### src/rtl/mem_port_arbiter_if.sv
// One requester channel of the memory-port arbiter: request/bus signals from a
// master plus grant and read-return signals back to it.
interface mem_port_arbiter_if;
  logic        req;
  logic        lock;
  logic [31:0] addr;
  logic [31:0] wrdata;
  logic        we;
  logic [2:0]  memop;
  logic        gnt;
  logic        rvalid;
  logic [31:0] rddata;

  modport master (
    output req, lock, addr, wrdata, we, memop,
    input  gnt, rvalid, rddata
  );

  modport slave (
    input  req, lock, addr, wrdata, we, memop,
    output gnt, rvalid, rddata
  );
endinterface

### src/rtl/mem_port_arbiter.sv
// Two-master arbiter for the CPU data port of the memory map, with locked bursts
// and tagged read return. Optional M1 aging is enabled by defining ARB_AGING_EN.
module mem_port_arbiter #(
  parameter int READ_LAT = 1,
  parameter int LOCK_MAX = 8,
  parameter int MAX_WAIT = 4
) (
  input  logic                clk,
  input  logic                rst_n,
  mem_port_arbiter_if.slave   m0,
  mem_port_arbiter_if.slave   m1,
  output logic [31:0]         mem_addr,
  output logic [31:0]         mem_wrdata,
  output logic [2:0]          mem_memop,
  output logic                mem_we,
  input  logic [31:0]         mem_rddata
);

  localparam logic [7:0] LOCK_C     = 8'(LOCK_MAX);
  localparam logic [7:0] MAX_WAIT_C = 8'(MAX_WAIT);

  typedef enum logic [1:0] {IDLE, OWN_M0, OWN_M1} state_t;

  state_t     state_reg, state_next;
  logic [7:0] lock_cnt_reg, lock_cnt_next;
  logic [7:0] lock_inc;
  logic       gnt0, gnt1;
  logic       own_req, own_lock;
  logic       age_hit;

`ifdef ARB_AGING_EN
  logic [7:0] age_reg;

  always_ff @(posedge clk or negedge rst_n) begin
    if (!rst_n) begin
      age_reg <= 8'd0;
    end else if (gnt1) begin
      age_reg <= 8'd0;
    end else if (m1.req && age_reg != 8'hFF) begin
      age_reg <= age_reg + 8'd1;
    end
  end

  assign age_hit = (age_reg == MAX_WAIT_C);
`else
  logic [7:0] unused_max_wait;
  assign unused_max_wait = MAX_WAIT_C;
  assign age_hit         = 1'b0;
`endif

  always_ff @(posedge clk or negedge rst_n) begin
    if (!rst_n) begin
      state_reg    <= IDLE;
      lock_cnt_reg <= 8'd0;
    end else begin
      state_reg    <= state_next;
      lock_cnt_reg <= lock_cnt_next;
    end
  end

  assign lock_inc = lock_cnt_reg + 8'd1;

  always_comb begin
    gnt0          = 1'b0;
    gnt1          = 1'b0;
    state_next    = state_reg;
    lock_cnt_next = lock_cnt_reg;
    own_req       = (state_reg == OWN_M1) ? m1.req  : m0.req;
    own_lock      = (state_reg == OWN_M1) ? m1.lock : m0.lock;
    case (state_reg)
      IDLE: begin
        lock_cnt_next = 8'd0;
        if (m1.req && (!m0.req || age_hit)) begin
          gnt1 = 1'b1;
          if (m1.lock) begin
            lock_cnt_next = 8'd1;
            state_next    = (LOCK_C == 8'd1) ? IDLE : OWN_M1;
          end
        end else if (m0.req) begin
          gnt0 = 1'b1;
          if (m0.lock) begin
            lock_cnt_next = 8'd1;
            state_next    = (LOCK_C == 8'd1) ? IDLE : OWN_M0;
          end
        end
      end
      OWN_M0, OWN_M1: begin
        // The non-owner is never granted here, even while the owner is idle.
        if (own_req) begin
          gnt0 = (state_reg == OWN_M0);
          gnt1 = (state_reg == OWN_M1);
          if (own_lock) begin
            lock_cnt_next = lock_inc;
            if (lock_inc >= LOCK_C) begin
              state_next = IDLE;
            end
          end else begin
            lock_cnt_next = 8'd0;
            state_next    = IDLE;
          end
        end else if (!own_lock) begin
          lock_cnt_next = 8'd0;
          state_next    = IDLE;
        end
      end
      default: begin
        state_next    = IDLE;
        lock_cnt_next = 8'd0;
      end
    endcase
    if (!rst_n) begin
      gnt0 = 1'b0;
      gnt1 = 1'b0;
    end
  end

  assign m0.gnt = gnt0;
  assign m1.gnt = gnt1;

  always_comb begin
    mem_addr   = 32'd0;
    mem_wrdata = 32'd0;
    mem_memop  = 3'd0;
    mem_we     = 1'b0;
    if (gnt0) begin
      mem_addr   = m0.addr;
      mem_wrdata = m0.wrdata;
      mem_memop  = m0.memop;
      mem_we     = m0.we;
    end else if (gnt1) begin
      mem_addr   = m1.addr;
      mem_wrdata = m1.wrdata;
      mem_memop  = m1.memop;
      mem_we     = m1.we;
    end
  end

  // Read tag pipe: bit 0 is the newest issue, bit READ_LAT-1 lines up with mem_rddata.
  logic [READ_LAT-1:0] tag_valid_reg, tag_valid_next;
  logic [READ_LAT-1:0] tag_owner_reg, tag_owner_next;

  assign tag_valid_next[0] = (gnt0 && !m0.we) || (gnt1 && !m1.we);
  assign tag_owner_next[0] = gnt1;

  generate
    for (genvar gi = 1; gi < READ_LAT; gi++) begin : g_tag_stage
      assign tag_valid_next[gi] = tag_valid_reg[gi-1];
      assign tag_owner_next[gi] = tag_owner_reg[gi-1];
    end
  endgenerate

  always_ff @(posedge clk or negedge rst_n) begin
    if (!rst_n) begin
      tag_valid_reg <= '0;
      tag_owner_reg <= '0;
    end else begin
      tag_valid_reg <= tag_valid_next;
      tag_owner_reg <= tag_owner_next;
    end
  end

  assign m0.rvalid = tag_valid_reg[READ_LAT-1] && !tag_owner_reg[READ_LAT-1];
  assign m1.rvalid = tag_valid_reg[READ_LAT-1] &&  tag_owner_reg[READ_LAT-1];
  assign m0.rddata = mem_rddata;
  assign m1.rddata = mem_rddata;

endmodule

### src/flat_wrapper.sv
// flat-port wrapper written by rule: the top's interface ports become plain ports
module mem_port_arbiter_flat 
#(
  parameter int READ_LAT = 1,
  parameter int LOCK_MAX = 8,
  parameter int MAX_WAIT = 4
)
  (clk, rst_n, mem_addr, mem_wrdata, mem_memop, mem_we, mem_rddata, m0_req, m0_lock, m0_addr, m0_wrdata, m0_we, m0_memop, m0_gnt, m0_rvalid, m0_rddata, m1_req, m1_lock, m1_addr, m1_wrdata, m1_we, m1_memop, m1_gnt, m1_rvalid, m1_rddata);
  mem_port_arbiter_if m0_i ();
  mem_port_arbiter_if m1_i ();
  input  logic clk;
  input  logic rst_n;
  output logic [31:0] mem_addr;
  output logic [31:0] mem_wrdata;
  output logic [2:0] mem_memop;
  output logic mem_we;
  input  logic [31:0] mem_rddata;
  input wire logic [$bits(m0_i.req)-1:0] m0_req;
  input wire logic [$bits(m0_i.lock)-1:0] m0_lock;
  input wire logic [$bits(m0_i.addr)-1:0] m0_addr;
  input wire logic [$bits(m0_i.wrdata)-1:0] m0_wrdata;
  input wire logic [$bits(m0_i.we)-1:0] m0_we;
  input wire logic [$bits(m0_i.memop)-1:0] m0_memop;
  output wire logic [$bits(m0_i.gnt)-1:0] m0_gnt;
  output wire logic [$bits(m0_i.rvalid)-1:0] m0_rvalid;
  output wire logic [$bits(m0_i.rddata)-1:0] m0_rddata;
  input wire logic [$bits(m1_i.req)-1:0] m1_req;
  input wire logic [$bits(m1_i.lock)-1:0] m1_lock;
  input wire logic [$bits(m1_i.addr)-1:0] m1_addr;
  input wire logic [$bits(m1_i.wrdata)-1:0] m1_wrdata;
  input wire logic [$bits(m1_i.we)-1:0] m1_we;
  input wire logic [$bits(m1_i.memop)-1:0] m1_memop;
  output wire logic [$bits(m1_i.gnt)-1:0] m1_gnt;
  output wire logic [$bits(m1_i.rvalid)-1:0] m1_rvalid;
  output wire logic [$bits(m1_i.rddata)-1:0] m1_rddata;
  assign m0_i.req = m0_req;
  assign m0_i.lock = m0_lock;
  assign m0_i.addr = m0_addr;
  assign m0_i.wrdata = m0_wrdata;
  assign m0_i.we = m0_we;
  assign m0_i.memop = m0_memop;
  assign m0_gnt = m0_i.gnt;
  assign m0_rvalid = m0_i.rvalid;
  assign m0_rddata = m0_i.rddata;
  assign m1_i.req = m1_req;
  assign m1_i.lock = m1_lock;
  assign m1_i.addr = m1_addr;
  assign m1_i.wrdata = m1_wrdata;
  assign m1_i.we = m1_we;
  assign m1_i.memop = m1_memop;
  assign m1_gnt = m1_i.gnt;
  assign m1_rvalid = m1_i.rvalid;
  assign m1_rddata = m1_i.rddata;
  mem_port_arbiter #(.READ_LAT(READ_LAT), .LOCK_MAX(LOCK_MAX), .MAX_WAIT(MAX_WAIT)) u_core (.clk(clk), .rst_n(rst_n), .m0(m0_i), .m1(m1_i), .mem_addr(mem_addr), .mem_wrdata(mem_wrdata), .mem_memop(mem_memop), .mem_we(mem_we), .mem_rddata(mem_rddata));
endmodule
### config.mk
export PLATFORM = sky130hd
export DESIGN_NAME = mem_port_arbiter_flat
export DESIGN_NICKNAME = d
export VERILOG_FILES = /design/src/rtl/mem_port_arbiter_if.sv /design/src/rtl/mem_port_arbiter.sv /design/src/flat_wrapper.sv
export SDC_FILE = /design/constraint.sdc
export NUM_CORES = 1
export LEC_CHECK = 0
export ABC_AREA = 1
export BUFFER_PORTS_ARGS = -buffer_cell sky130_fd_sc_hd__buf_2
export CORE_AREA = 2 2 121 123
export CTS_BUF_LIST = sky130_fd_sc_hd__clkbuf_8
export CTS_CLUSTER_DIAMETER = 40
export DETAILED_ROUTE_END_ITERATION = 6
export DIE_AREA = 0 0 123 125
export MAX_ROUTING_LAYER = met4
export PLACE_DENSITY = 0.5
export SYNTH_ARGS = -nofsm -noshare
export SYNTH_HDL_FRONTEND = slang
export SYNTH_SLANG_ARGS = --single-unit
### constraint.sdc
create_clock -name clk -period 3.6 [get_ports clk]
set_clock_uncertainty 0.2 [all_clocks]
set_input_delay 0.18 -clock clk [delete_from_list [all_inputs] [get_ports clk]]
set_output_delay 0.18 -clock clk [all_outputs]
set_load 0.03 [all_outputs]
==> results of run 1 <==
[synthesized netlist by cell type, drive strengths merged]
master,instances,area [um^2]
a21oi,2,10.0
nand4,1,6.26
inv,22,82.6
o21bai,1,7.51
nand3,11,60.1
buf,78,584
ha,5,62.6
dfrtp,12,300
a22o,1,8.76
nand2,238,898
o22ai,4,25.0
nor2,15,66.3
o21ai,9,52.6
[logic make-up after synthesis]
family / Yosys count
buf+inv: 100
fa+ha+maj: 5
flops: 12
compound gates: 17
simple gates: 265
[timing repair]
item / 4_1_cts / 5_1_grt
setup endpoints to repair: 0 / 0
resized for setup: 0 / 0
endpoints found under the hold margin: 12 / 0
hold buffers: 1 / 0
[metrics by stage]
| step | instances | area [um^2] |
|---|---|---|
| after global routing | 726 | 2990 |
| after CTS | 726 | 2990 |
| after detailed placement | 721 | 2920 |
| after floorplan | 399 | 2160 |
| after global placement | 721 | 2920 |
[routing by layer]
layer	GRT usage, %
met1	12.9
met2	21.6
met3	1.92
met4	4.68
met5	-
==> results.sh, run 1 <==
export IMPL_outcome="aborted with a tool error"
export IMPL_stop_stage="detailed routing (5_2_route)"
export IMPL_error="[ERROR DRT-0255] Maze Route cannot find path of net mem_rddata[22] in worker of routeBox ( 96600 0 ) ( 123000 48300 )."
export IMPL_synth_top_family_by_area="simple AND/OR/NAND/NOR gates"
export IMPL_start_util_pct=15.2
export IMPL_yosys_area_share_xor_xnor_pct=0
export IMPL_synth_cells=399
export IMPL_track_usage_pct=12.0
export IMPL_synth_area_mm2=0.00216
export IMPL_overflow=0
export IMPL_synth_nets=578
export IMPL_synth_compound_area_share_pct=4.80
export IMPL_num_io_pins=310
export IMPL_muxShareOfSynthArea_pct=0
export IMPL_placementRows=44
export IMPL_ctsRootBufferMaster="clkbuf_8"
export IMPL_clkSinkCount=12
export IMPL_synth_avg_cell_area_um2=5.43
export IMPL_synth_distinct_cells=21
export IMPL_synth_fa_ha_area_share_pct=2.89
export IMPL_grt_pass1_vias=2524
export IMPL_synth_seq_cells=12
export IMPL_port_buffers=213
export IMPL_cts_buffers=3
export IMPL_grt_pass1_wl_um=13700
export IMPL_grt_max_degree=68
export IMPL_cts_max_level=1
export IMPL_pre_cts_slack_ns=0.764
export IMPL_clock_path_buffers=2
export IMPL_yosys_warnings=0
export IMPL_antenna_found_initial=0
export IMPL_dp_hpwl_um=8180
export IMPL_die_w_um=123
export IMPL_routabilityCongestion=0.816
export IMPL_ys_seq_area_share_pct=13.9
export IMPL_post_cts_buffers=0
export IMPL_die_y_um=125
export IMPL_synthSimpleGateAreaFrac_pct=47.6
==> run 2, diff against run 1 <==
Settings changed: CTS_BUF_LIST sky130_fd_sc_hd__clkbuf_8 to default, CTS_CLUSTER_DIAMETER 40 to default, MAX_ROUTING_LAYER met4 to default, PLACE_DENSITY 0.5 to default, PLACE_DENSITY_LB_ADDON from default to 0.15.
==> run 2 against run 1 <==
The run now ends clean. Synthesized cell count is the same. Global-route usage shrank 1.5 points. Area after synthesis is the same.
==> results.sh, run 2 <==
export IMPL_p_leak_nw=2.02
export IMPL_drv_cap=0
export IMPL_yosys_area_top_type_share_pct=40.9
export IMPL_final_common_cell="nand2_1"
export IMPL_synth_compound_area_share_pct=4.80
export IMPL_port_buffers=213
export IMPL_grt_setup_unrepaired="no"
export IMPL_slew_headroom_pct=61.1
export IMPL_holdCritPathClass="primary input to flip-flop"
export IMPL_synth_edf_count=0
export IMPL_clkLatencyLatePin_ns=0.24
export IMPL_yosys_area_share_xor_xnor_pct=0
export IMPL_first_pass_iters=4
export IMPL_synth_cells=399
export IMPL_drt_iter0_markers=89
export IMPL_synth_fa_ha_area_share_pct=2.89
export IMPL_synth_area_mm2=0.00216
export IMPL_clkSinkCount=12
export IMPL_ctsResizeCount=0
export IMPL_die_w_um=123
export IMPL_routabilityCongestion=0.778
export IMPL_wl_um=8850
export IMPL_synthSimpleGateAreaFrac_pct=47.6
export IMPL_pre_cts_slack_ns=0.841
export IMPL_ir_drop_uv=127
export IMPL_avgViaCountPerCell=3.83
export IMPL_syn_to_final_growth_pct=40.0
export IMPL_arrival_ns=2.58
export IMPL_setup_tns_ns=0
export IMPL_setup_viol=0
export IMPL_tightest_slew_ns=0.582
export IMPL_min_period_ns=2.96
export IMPL_grt_pass1_wl_um=12700
export IMPL_antenna_found_initial=1
export IMPL_clock_path_buffers=2
export IMPL_core_area_mm2=0.0142
export IMPL_worstPathRequired_ns=3.22
export IMPL_fin_ws_ns=0.635
export IMPL_p_per_area_mw_per_mm2=506
export IMPL_finalNetCount=724
export IMPL_synth_commonest_cells="236 x nand2_1, 65 x buf_4, 19 x inv_1"
export IMPL_ctsRootBufferMaster="clkbuf_16"
export IMPL_largest_reg_flops=8
export IMPL_hold_violations=0
export IMPL_grt_max_degree=38
export IMPL_drc=0
export IMPL_vias=2791
export IMPL_fin_crit_sh_pct=82.4
export IMPL_cts_buffers=3
export IMPL_ys_flop_type="dfrtp_1"
export IMPL_synth_top_family_by_area="simple AND/OR/NAND/NOR gates"
export IMPL_die_area_mm2=0.0154
export IMPL_cts_tree="yes"
export IMPL_ant_nets=0
export IMPL_grt_pass1_vias=2568
export IMPL_drive_gt1_share_pct=42.3
export IMPL_muxShareOfSynthArea_pct=0
export IMPL_final_cell_mix="236 x nand2_1, 213 x buf_2, 19 x inv_1"
export IMPL_clk_pin_slew_ns=0.05
export IMPL_antenna_cells=0
export IMPL_end_kind="output pin"
export IMPL_post_cts_buffers=0
export IMPL_yosysMostFrequentCell="nand2_1"
export IMPL_synthArstFlopShare_pct=100
export IMPL_crit_fanout=37
export IMPL_overflow=0
export IMPL_yosys_warnings=0
export IMPL_cts_max_level=1
export IMPL_ys_seq_area_share_pct=13.9
export IMPL_synth_distinct_cells=21
export IMPL_track_usage_pct=10.5
export IMPL_outcome="finished, final reports clean"
export IMPL_yosys_area_top_type="nand2_1"
export IMPL_avgRoutedWirePerCell_um=12.2
export IMPL_crit_type="flip-flop to output pin"
export IMPL_start_util_pct=15.2
export IMPL_die_y_um=125
export IMPL_slew_violations=0
export IMPL_synth_seq_cells=12
export IMPL_dp_hpwl_um=7440
export IMPL_synthTopCellsByArea="nand2_1 41%, buf_4 23%, dfrtp_1 14%, inv_1 3.3%, ha_1 2.9%"
export IMPL_max_freq_ghz=0.337
export IMPL_num_io_pins=310
export IMPL_holdWs_ns=0.149
export IMPL_start_kind="flip-flop"
export IMPL_placementRows=44
export IMPL_synth_nets=578
export IMPL_synth_avg_cell_area_um2=5.43
==> run 2: cell counts after synthesis <==
Identical to the previous run, type by type.
==> run 2: layout make-up <==
class                           instances  area [um^2]
Clock buffer                            4         88.8
Tap cell                              184          230
Fill cell                            1674        11200
Inverter                               22         82.6
Multi-Input combinational cell        287         1200
Sequential cell                        12          300
Timing Repair Buffer                  219         1130
==> run 2: power by group <==
part	internal (mW)	switching, mW	leakage (nW)
clock network	0.168	0.0671	0.0442
registers	0.155	0.0193	0.164
logic	0.326	0.797	1.81
total	0.650	0.884	2.02
==> run 2: cell families (layout without fill, tap and decap cells) <==
logic type | Yosys count | after routing
and+or+nand+nor | 265 | 265
buffers and inverters | 100 | 245
AOI/OAI and AO/OA | 17 | 17
DFF | 12 | 12
adders and majority gates | 5 | 5
==> run 2: critical path, cell delays in order (launching register included) <==
cell and delay (ns):
dfrtp_1 0.39, inv_1 0.08, ha_1 0.25, o21ai_2 0.23, nand3_2 0.10, o21ai_2 0.11
nand2_2 0.10, inv_2 0.44, buf_12 0.26, nand2_1 0.07, nand2_1 0.08, buf_2 0.20
==> run 2: path summary, 6_finish.rpt <==
kind | startpoint | endpoint | slack, ns | depth (start not counted)
hold reg to reg | u_core.state_reg[1]$_DFFE_PN0P_ | u_core.state_reg[1]$_DFFE_PN0P_ | 0.33 | 2
setup reg to reg | u_core.state_reg[0]$_DFFE_PN0P_ | u_core.tag_valid_reg$_DFF_PN0_ | 1.41 | 8
min in group asynchronous | rst_n | u_core.state_reg[0]$_DFFE_PN0P_ | 0.17 | 2
max in group asynchronous | rst_n | u_core.lock_cnt_reg[6]$_DFFE_PN0P_ | 2.78 | 2
setup / recovery | u_core.state_reg[0]$_DFFE_PN0P_ | mem_memop[2] | 0.64 | 11
hold / removal | m1_req | u_core.state_reg[1]$_DFFE_PN0P_ | 0.15 | 5
==> run 2: per-layer routing <==
metal / vias to the layer above / part of all wire [%] / global-route usage [%]
met5: - / 0.11 / 0
met3: 25 / 13 / 3.56
met4: 2 / 1.9 / 2.87
li1: 1425 / - / -
met2: 175 / 48 / 19.2
met1: 1164 / 37 / 11.4
==> run 2: what timing repair did <==
item	CTS	global route
setup endpoints to repair	0	0
hold buffers	3	0
endpoints found under the hold margin	13	0
==> run 2: metrics by stage <==
| stage | util [%] | instance area, um^2 | power, mW | std cells |
|---|---|---|---|---|
| floorplan | - | 2160 | 1.10 | 399 |
| global placement | 20.5 | 2910 | 1.32 | 721 |
| detailed placement | 20.5 | 2910 | 1.31 | 721 |
| CTS | 21.3 | 3030 | 1.56 | 728 |
| global route | 21.3 | 3030 | 1.68 | 728 |
| finish | 21.3 | 3030 | 1.53 | 728 |
(Power assumes the default switching activity.)
==> run 3, diff against run 2 <==
Settings changed: ABC_AREA 1 to 0.
Clock period 3.6 ns to 2.9 ns, I/O delays scaled along.
==> run 3 against run 2 <==
Non-clock buffer count rose by 4. Combinational power grew 33%. Critical path depth down 3. Via count down 14%. Register-to-register slack lost 1.3 ns. Routed wire length rose by 7.9%. Flip-flop and latch count did not move. Hold slack worse by 0.13 ns. Global-route usage up 0.30 points. Clock-buffer cell count unchanged. Area after synthesis shrank 5.1%. Sequential power grew 28%. Largest cell class is now buffers.
==> results.sh, run 3 <==
export IMPL_outcome="finished, final reports clean"
export IMPL_grt_pass1_wl_um=13000
export IMPL_syn_to_final_growth_pct=43.8
export IMPL_num_io_pins=310
export IMPL_cts_buffers=3
export IMPL_die_y_um=125
export IMPL_start_util_pct=14.5
export IMPL_drive_gt1_share_pct=59.8
export IMPL_track_usage_pct=10.8
export IMPL_synthArstFlopShare_pct=100
export IMPL_grt_max_degree=46
export IMPL_crit_type="flip-flop to output pin"
export IMPL_first_pass_iters=4
export IMPL_fill_cells=1626
export IMPL_regArea_um2=300
export IMPL_routabilityCongestion=0.750
export IMPL_die_area_mm2=0.0154
export IMPL_clock_path_buffers=2
export IMPL_synth_seq_cells=12
export IMPL_p_leak_nw=1.62
export IMPL_placementRows=44
export IMPL_synthTopCellsByArea="a22o_1 29%, buf_4 25%, dfrtp_1 15%, buf_6 4.9%, ha_1 3.0%"
export IMPL_synth_avg_cell_area_um2=8.41
export IMPL_antenna_found_initial=2
export IMPL_worstPathRequired_ns=2.56
export IMPL_final_cell_mix="213 x buf_2, 66 x a22o_1, 12 x dfrtp_1"
export IMPL_drc=0
export IMPL_die_w_um=123
export IMPL_antenna_cells=0
export IMPL_vias=2388
export IMPL_synth_cells=244
export IMPL_clk_pin_slew_ns=0.04
export IMPL_drt_iter0_markers=131
export IMPL_tightest_slew_ns=0.478
export IMPL_grt_pass1_vias=2294
export IMPL_synth_nets=423
export IMPL_fin_crit_sh_pct=96.7
export IMPL_core_area_mm2=0.0142
export IMPL_min_period_ns=2.80
export IMPL_finalNetCount=568
export IMPL_slew_violations=0
export IMPL_setup_viol=0
export IMPL_ys_seq_area_share_pct=14.6
export IMPL_ys_flop_type="dfrtp_1"
export IMPL_yosysMostFrequentCell="buf_4"
export IMPL_setup_tns_ns=0
export IMPL_routed_top_layer="met5"
export IMPL_cts_max_level=1
export IMPL_multi_input_area_mm2=0.00111
export IMPL_synth_distinct_cells=36
export IMPL_dp_hpwl_um=7940
export IMPL_ant_nets=0
export IMPL_p_per_area_mw_per_mm2=675
export IMPL_largest_reg_flops=8
export IMPL_hold_violations=0
export IMPL_end_kind="output pin"
export IMPL_port_buffers=213
export IMPL_yosys_area_top_type_share_pct=28.6
export IMPL_start_kind="flip-flop"
export IMPL_max_freq_ghz=0.357
export IMPL_wl_met2_um=4720
export IMPL_met1_length_um=3640
export IMPL_synth_edf_count=0
export IMPL_avgViaCountPerCell=4.17
export IMPL_drv_cap=0
export IMPL_wl_um=9550
export IMPL_ctsRootBufferMaster="clkbuf_16"
export IMPL_final_common_cell="buf_2"
export IMPL_holdCritPathClass="primary input to flip-flop"
export IMPL_arrival_ns=2.46
export IMPL_yosys_area_top_type="a22o_1"
export IMPL_synth_area_mm2=0.00205
export IMPL_overflow=0
export IMPL_synth_commonest_cells="68 x buf_4, 67 x a22o_1, 12 x dfrtp_1"
export IMPL_cts_tree="yes"
export IMPL_clkLatencyLatePin_ns=0.24
export IMPL_clkSinkCount=12
export IMPL_slew_headroom_pct=68.0
export IMPL_crit_fanout=45
export IMPL_ir_drop_uv=196
export IMPL_pre_cts_slack_ns=0.232
export IMPL_fin_ws_ns=0.0957
export IMPL_routed_wl_met3_um=1130
export IMPL_yosys_warnings=0
export IMPL_avgRoutedWirePerCell_um=16.7
==> run 3: cell type report <==
cell class,instances,share of cell area (%)
repair buffers,223,40.3
multi-input cells,141,37.7
flip-flops and latches,12,10.2
well taps,184,7.80
clock buffers,4,3.01
inverters,8,1.02
==> run 3: logic make-up (layout without fill, tap and decap cells) <==
kind of cell	after synthesis	in the layout	synth area share [%]
xor gates and xnor gates	4	4	1.71
and+or+nand+nor	38	38	9.69
DFF	12	12	14.6
AOI/OAI and AO/OA	91	91	36.7
adders and majority gates	5	5	3.05
buffers and inverters	91	235	32.5
muxes	3	3	1.65
==> run 3: worst paths after layout <==
check,start,endpoint,slack (ns),cells after the start
setup / recovery,u_core.state_reg[0]$_DFFE_PN0P_,mem_wrdata[29],0.1,8
hold / removal,m0_lock,u_core.state_reg[0]$_DFFE_PN0P_,0.02,3
setup reg to reg,u_core.state_reg[0]$_DFFE_PN0P_,u_core.tag_valid_reg$_DFF_PN0_,0.13,9
hold reg to reg,u_core.state_reg[0]$_DFFE_PN0P_,u_core.state_reg[0]$_DFFE_PN0P_,0.37,1
max in group asynchronous,rst_n,u_core.lock_cnt_reg[1]$_DFFE_PN0P_,2.13,3
min in group asynchronous,rst_n,u_core.lock_cnt_reg[7]$_DFFE_PN0P_,0.21,3
==> run 3: timing repair <==
action                                  4_1_cts  5_1_grt
buffers inserted                              0        1
resized for setup                             2        3
endpoints found under the setup margin       19       68
hold buffers                                  3        0
cloned                                        0        0
endpoints found under the hold margin        13        0
==> run 3: worst max-delay path, cell delays in order (launching register included) <==
cell	delay, ns
dfrtp_1	0.41
inv_2	0.10
ha_4	0.16
mux2_2	0.36
a32o_1	0.30
and2_2	0.21
buf_12	0.18
a22o_4	0.30
buf_2	0.18
==> run 3: power by group <==
group	leakage [nW]	switching (mW)	internal, mW
Combinational	1.41	0.949	0.541
Clock	0.0442	0.0712	0.208
Sequential	0.164	0.0307	0.194
Total	1.62	1.05	0.942
==> run 3: through the flow <==
step                      total power [mW]  util [%]  instances  hold slack, ns  area (um^2)
after floorplan                       1.43         -        244          -0.351         2050
after global placement                1.69      19.7        564         -0.0853         2800
after detailed placement              1.69      19.7        564         -0.0717         2800
after CTS                             2.00      20.6        571          0.0137         2930
after global routing                  2.11      20.8        572          0.0437         2950
final                                 1.99      20.8        572          0.0155         2950
==> run 3: routing by layer <==
layer	vias to the layer above	global-route usage (%)
met5	-	0
met4	4	1.34
met3	12	3.79
met2	131	19.0
met1	1101	12.9
li1	1140	-
==> run 4, diff against run 3 <==
Clock period 2.9 ns to 3.6 ns, I/O delays scaled along.
==> run 4 against run 3 <==
Sequential share of layout area is 0.30 points higher. Hold slack better by 0.033 ns. First-iteration DRC count is 25% lower. Flip-flop and latch count stayed put. Register-to-register slack better by 0.49 ns.
==> results.sh, run 4 (same netlist as run 3, synthesis figures left out) <==
export IMPL_outcome="finished, final reports clean"
export IMPL_vias=2380
export IMPL_max_freq_ghz=0.319
export IMPL_setup_viol=0
export IMPL_final_common_cell="buf_2"
export IMPL_track_usage_pct=10.6
export IMPL_setup_tns_ns=0
export IMPL_grt_setup_unrepaired="no"
export IMPL_placementRows=44
export IMPL_core_area_mm2=0.0142
export IMPL_crit_path_end="mem_wrdata[31]"
export IMPL_ant_nets=0
export IMPL_r2r_cells=9
export IMPL_start_util_pct=14.5
export IMPL_worstPathRequired_ns=3.22
export IMPL_drt_iter0_markers=98
export IMPL_largest_reg_flops=8
export IMPL_r2r_slack_ns=0.62
export IMPL_routed_wl_met3_um=972
export IMPL_holdCritPathClass="primary input to flip-flop"
export IMPL_end_kind="output pin"
export IMPL_met1_length_um=3740
export IMPL_finalNetCount=565
export IMPL_num_io_pins=310
export IMPL_antenna_cells=0
export IMPL_overflow=0
export IMPL_instances_no_fill=569
export IMPL_drv_cap=0
export IMPL_cts_max_level=1
export IMPL_avgViaCountPerCell=4.18
export IMPL_grt_pass1_wl_um=12700
export IMPL_r2r_start="u_core.state_reg[0]$_DFFE_PN0P_"
export IMPL_crit_start="u_core.state_reg[0]$_DFFE_PN0P_"
export IMPL_avgRoutedWirePerCell_um=16.4
export IMPL_dp_hpwl_um=7670
export IMPL_p_leak_nw=1.59
export IMPL_die_y_um=125
export IMPL_start_kind="flip-flop"
export IMPL_first_pass_iters=4
export IMPL_arrival_ns=2.76
export IMPL_syn_to_final_growth_pct=39.6
export IMPL_fill_cells=1623
export IMPL_wl_met2_um=4520
export IMPL_antenna_found_initial=2
export IMPL_post_cts_buffers=0
export IMPL_slew_violations=0
export IMPL_die_w_um=123
export IMPL_holdWs_ns=0.0486
export IMPL_routed_top_layer="met5"
export IMPL_cts_tree="yes"
export IMPL_clkSinkCount=12
export IMPL_drc=0
export IMPL_grt_max_degree=48
export IMPL_port_buffers=213
export IMPL_cts_buffers=3
export IMPL_routabilityCongestion=0.779
export IMPL_dp_cells=562
export IMPL_fin_ws_ns=0.461
export IMPL_min_period_ns=3.14
export IMPL_ir_drop_uv=160
export IMPL_final_cell_mix="213 x buf_2, 67 x a22o_1, 12 x dfrtp_1"
export IMPL_crit_type="flip-flop to output pin"
export IMPL_grt_pass1_vias=2228
export IMPL_clkLatencyLatePin_ns=0.24
export IMPL_drive_gt1_share_pct=58.7
export IMPL_pre_cts_slack_ns=0.751
export IMPL_slew_headroom_pct=43.6
export IMPL_clock_path_buffers=2
export IMPL_ctsRootBufferMaster="clkbuf_16"
export IMPL_die_area_mm2=0.0154
export IMPL_clk_pin_slew_ns=0.04
export IMPL_tightest_slew_ns=0.842
export IMPL_crit_fanout=47
export IMPL_fin_crit_sh_pct=87.2
export IMPL_wl_um=9320
export IMPL_p_per_area_mw_per_mm2=546
export IMPL_hold_violations=0
export IMPL_timing_rr_end="u_core.tag_valid_reg$_DFF_PN0_"
run 4: report_power, final:
group	leakage (nW)	switching (mW)	internal [mW]
combinational	1.38	0.761	0.398
sequential	0.164	0.0220	0.156
clock	0.0442	0.0616	0.168
run 4: metrics by stage:
step	area [um^2]	utilization (%)	power, mW
finish	2870	20.2	1.57
global route	2870	20.2	1.66
CTS	2870	20.2	1.59
detailed placement	2750	19.3	1.34
global placement	2750	19.3	1.34
floorplan	2050	-	1.15
run 4: how the worst min path moves through the flow:
stage / startpoint / to / slack [ns] / depth (start not counted)
floorplan: rst_n / u_core.lock_cnt_reg[0]$_DFFE_PN0P_ / -0.32 / 0
global placement: rst_n / u_core.lock_cnt_reg[7]$_DFFE_PN0P_ / -0.11 / 1
detailed placement: rst_n / u_core.lock_cnt_reg[7]$_DFFE_PN0P_ / -0.11 / 1
CTS: m0_lock / u_core.state_reg[0]$_DFFE_PN0P_ / 0.05 / 3
finish: m0_lock / u_core.state_reg[0]$_DFFE_PN0P_ / 0.05 / 3
global route: m0_lock / u_core.state_reg[0]$_DFFE_PN0P_ / 0.07 / 3
run 4: final cells by class:
type / instances / area, um^2 / share of cell area [%]
clock buffer: 4 / 88.8 / 3.10
inverter: 8 / 30.0 / 1.05
tap: 184 / 230 / 8.03
timing repair buffer: 220 / 1130 / 39.3
sequential: 12 / 300 / 10.5
multi-input combinational: 141 / 1090 / 38.1
run 4: per-layer routing:
metal  vias to the layer above  track usage [%]
met5                         -                0
met4                         4             2.14
met3                        14             3.01
met2                       126             18.7
met1                      1102             12.8
li1                       1134                -
run 4: critical path: stages, from the launching register on:
cell     delay (ns)
dfrtp_1        0.41
inv_1          0.10
ha_1           0.24
mux2_2         0.38
a32o_1         0.30
and2_2         0.19
buf_4          0.27
a22o_1         0.38
buf_2          0.21
run 4: what timing repair did:
item | in CTS | in global routing
gates resized for setup | 0 | 0
hold endpoints to repair | 13 | 0
hold buffers | 3 | 0
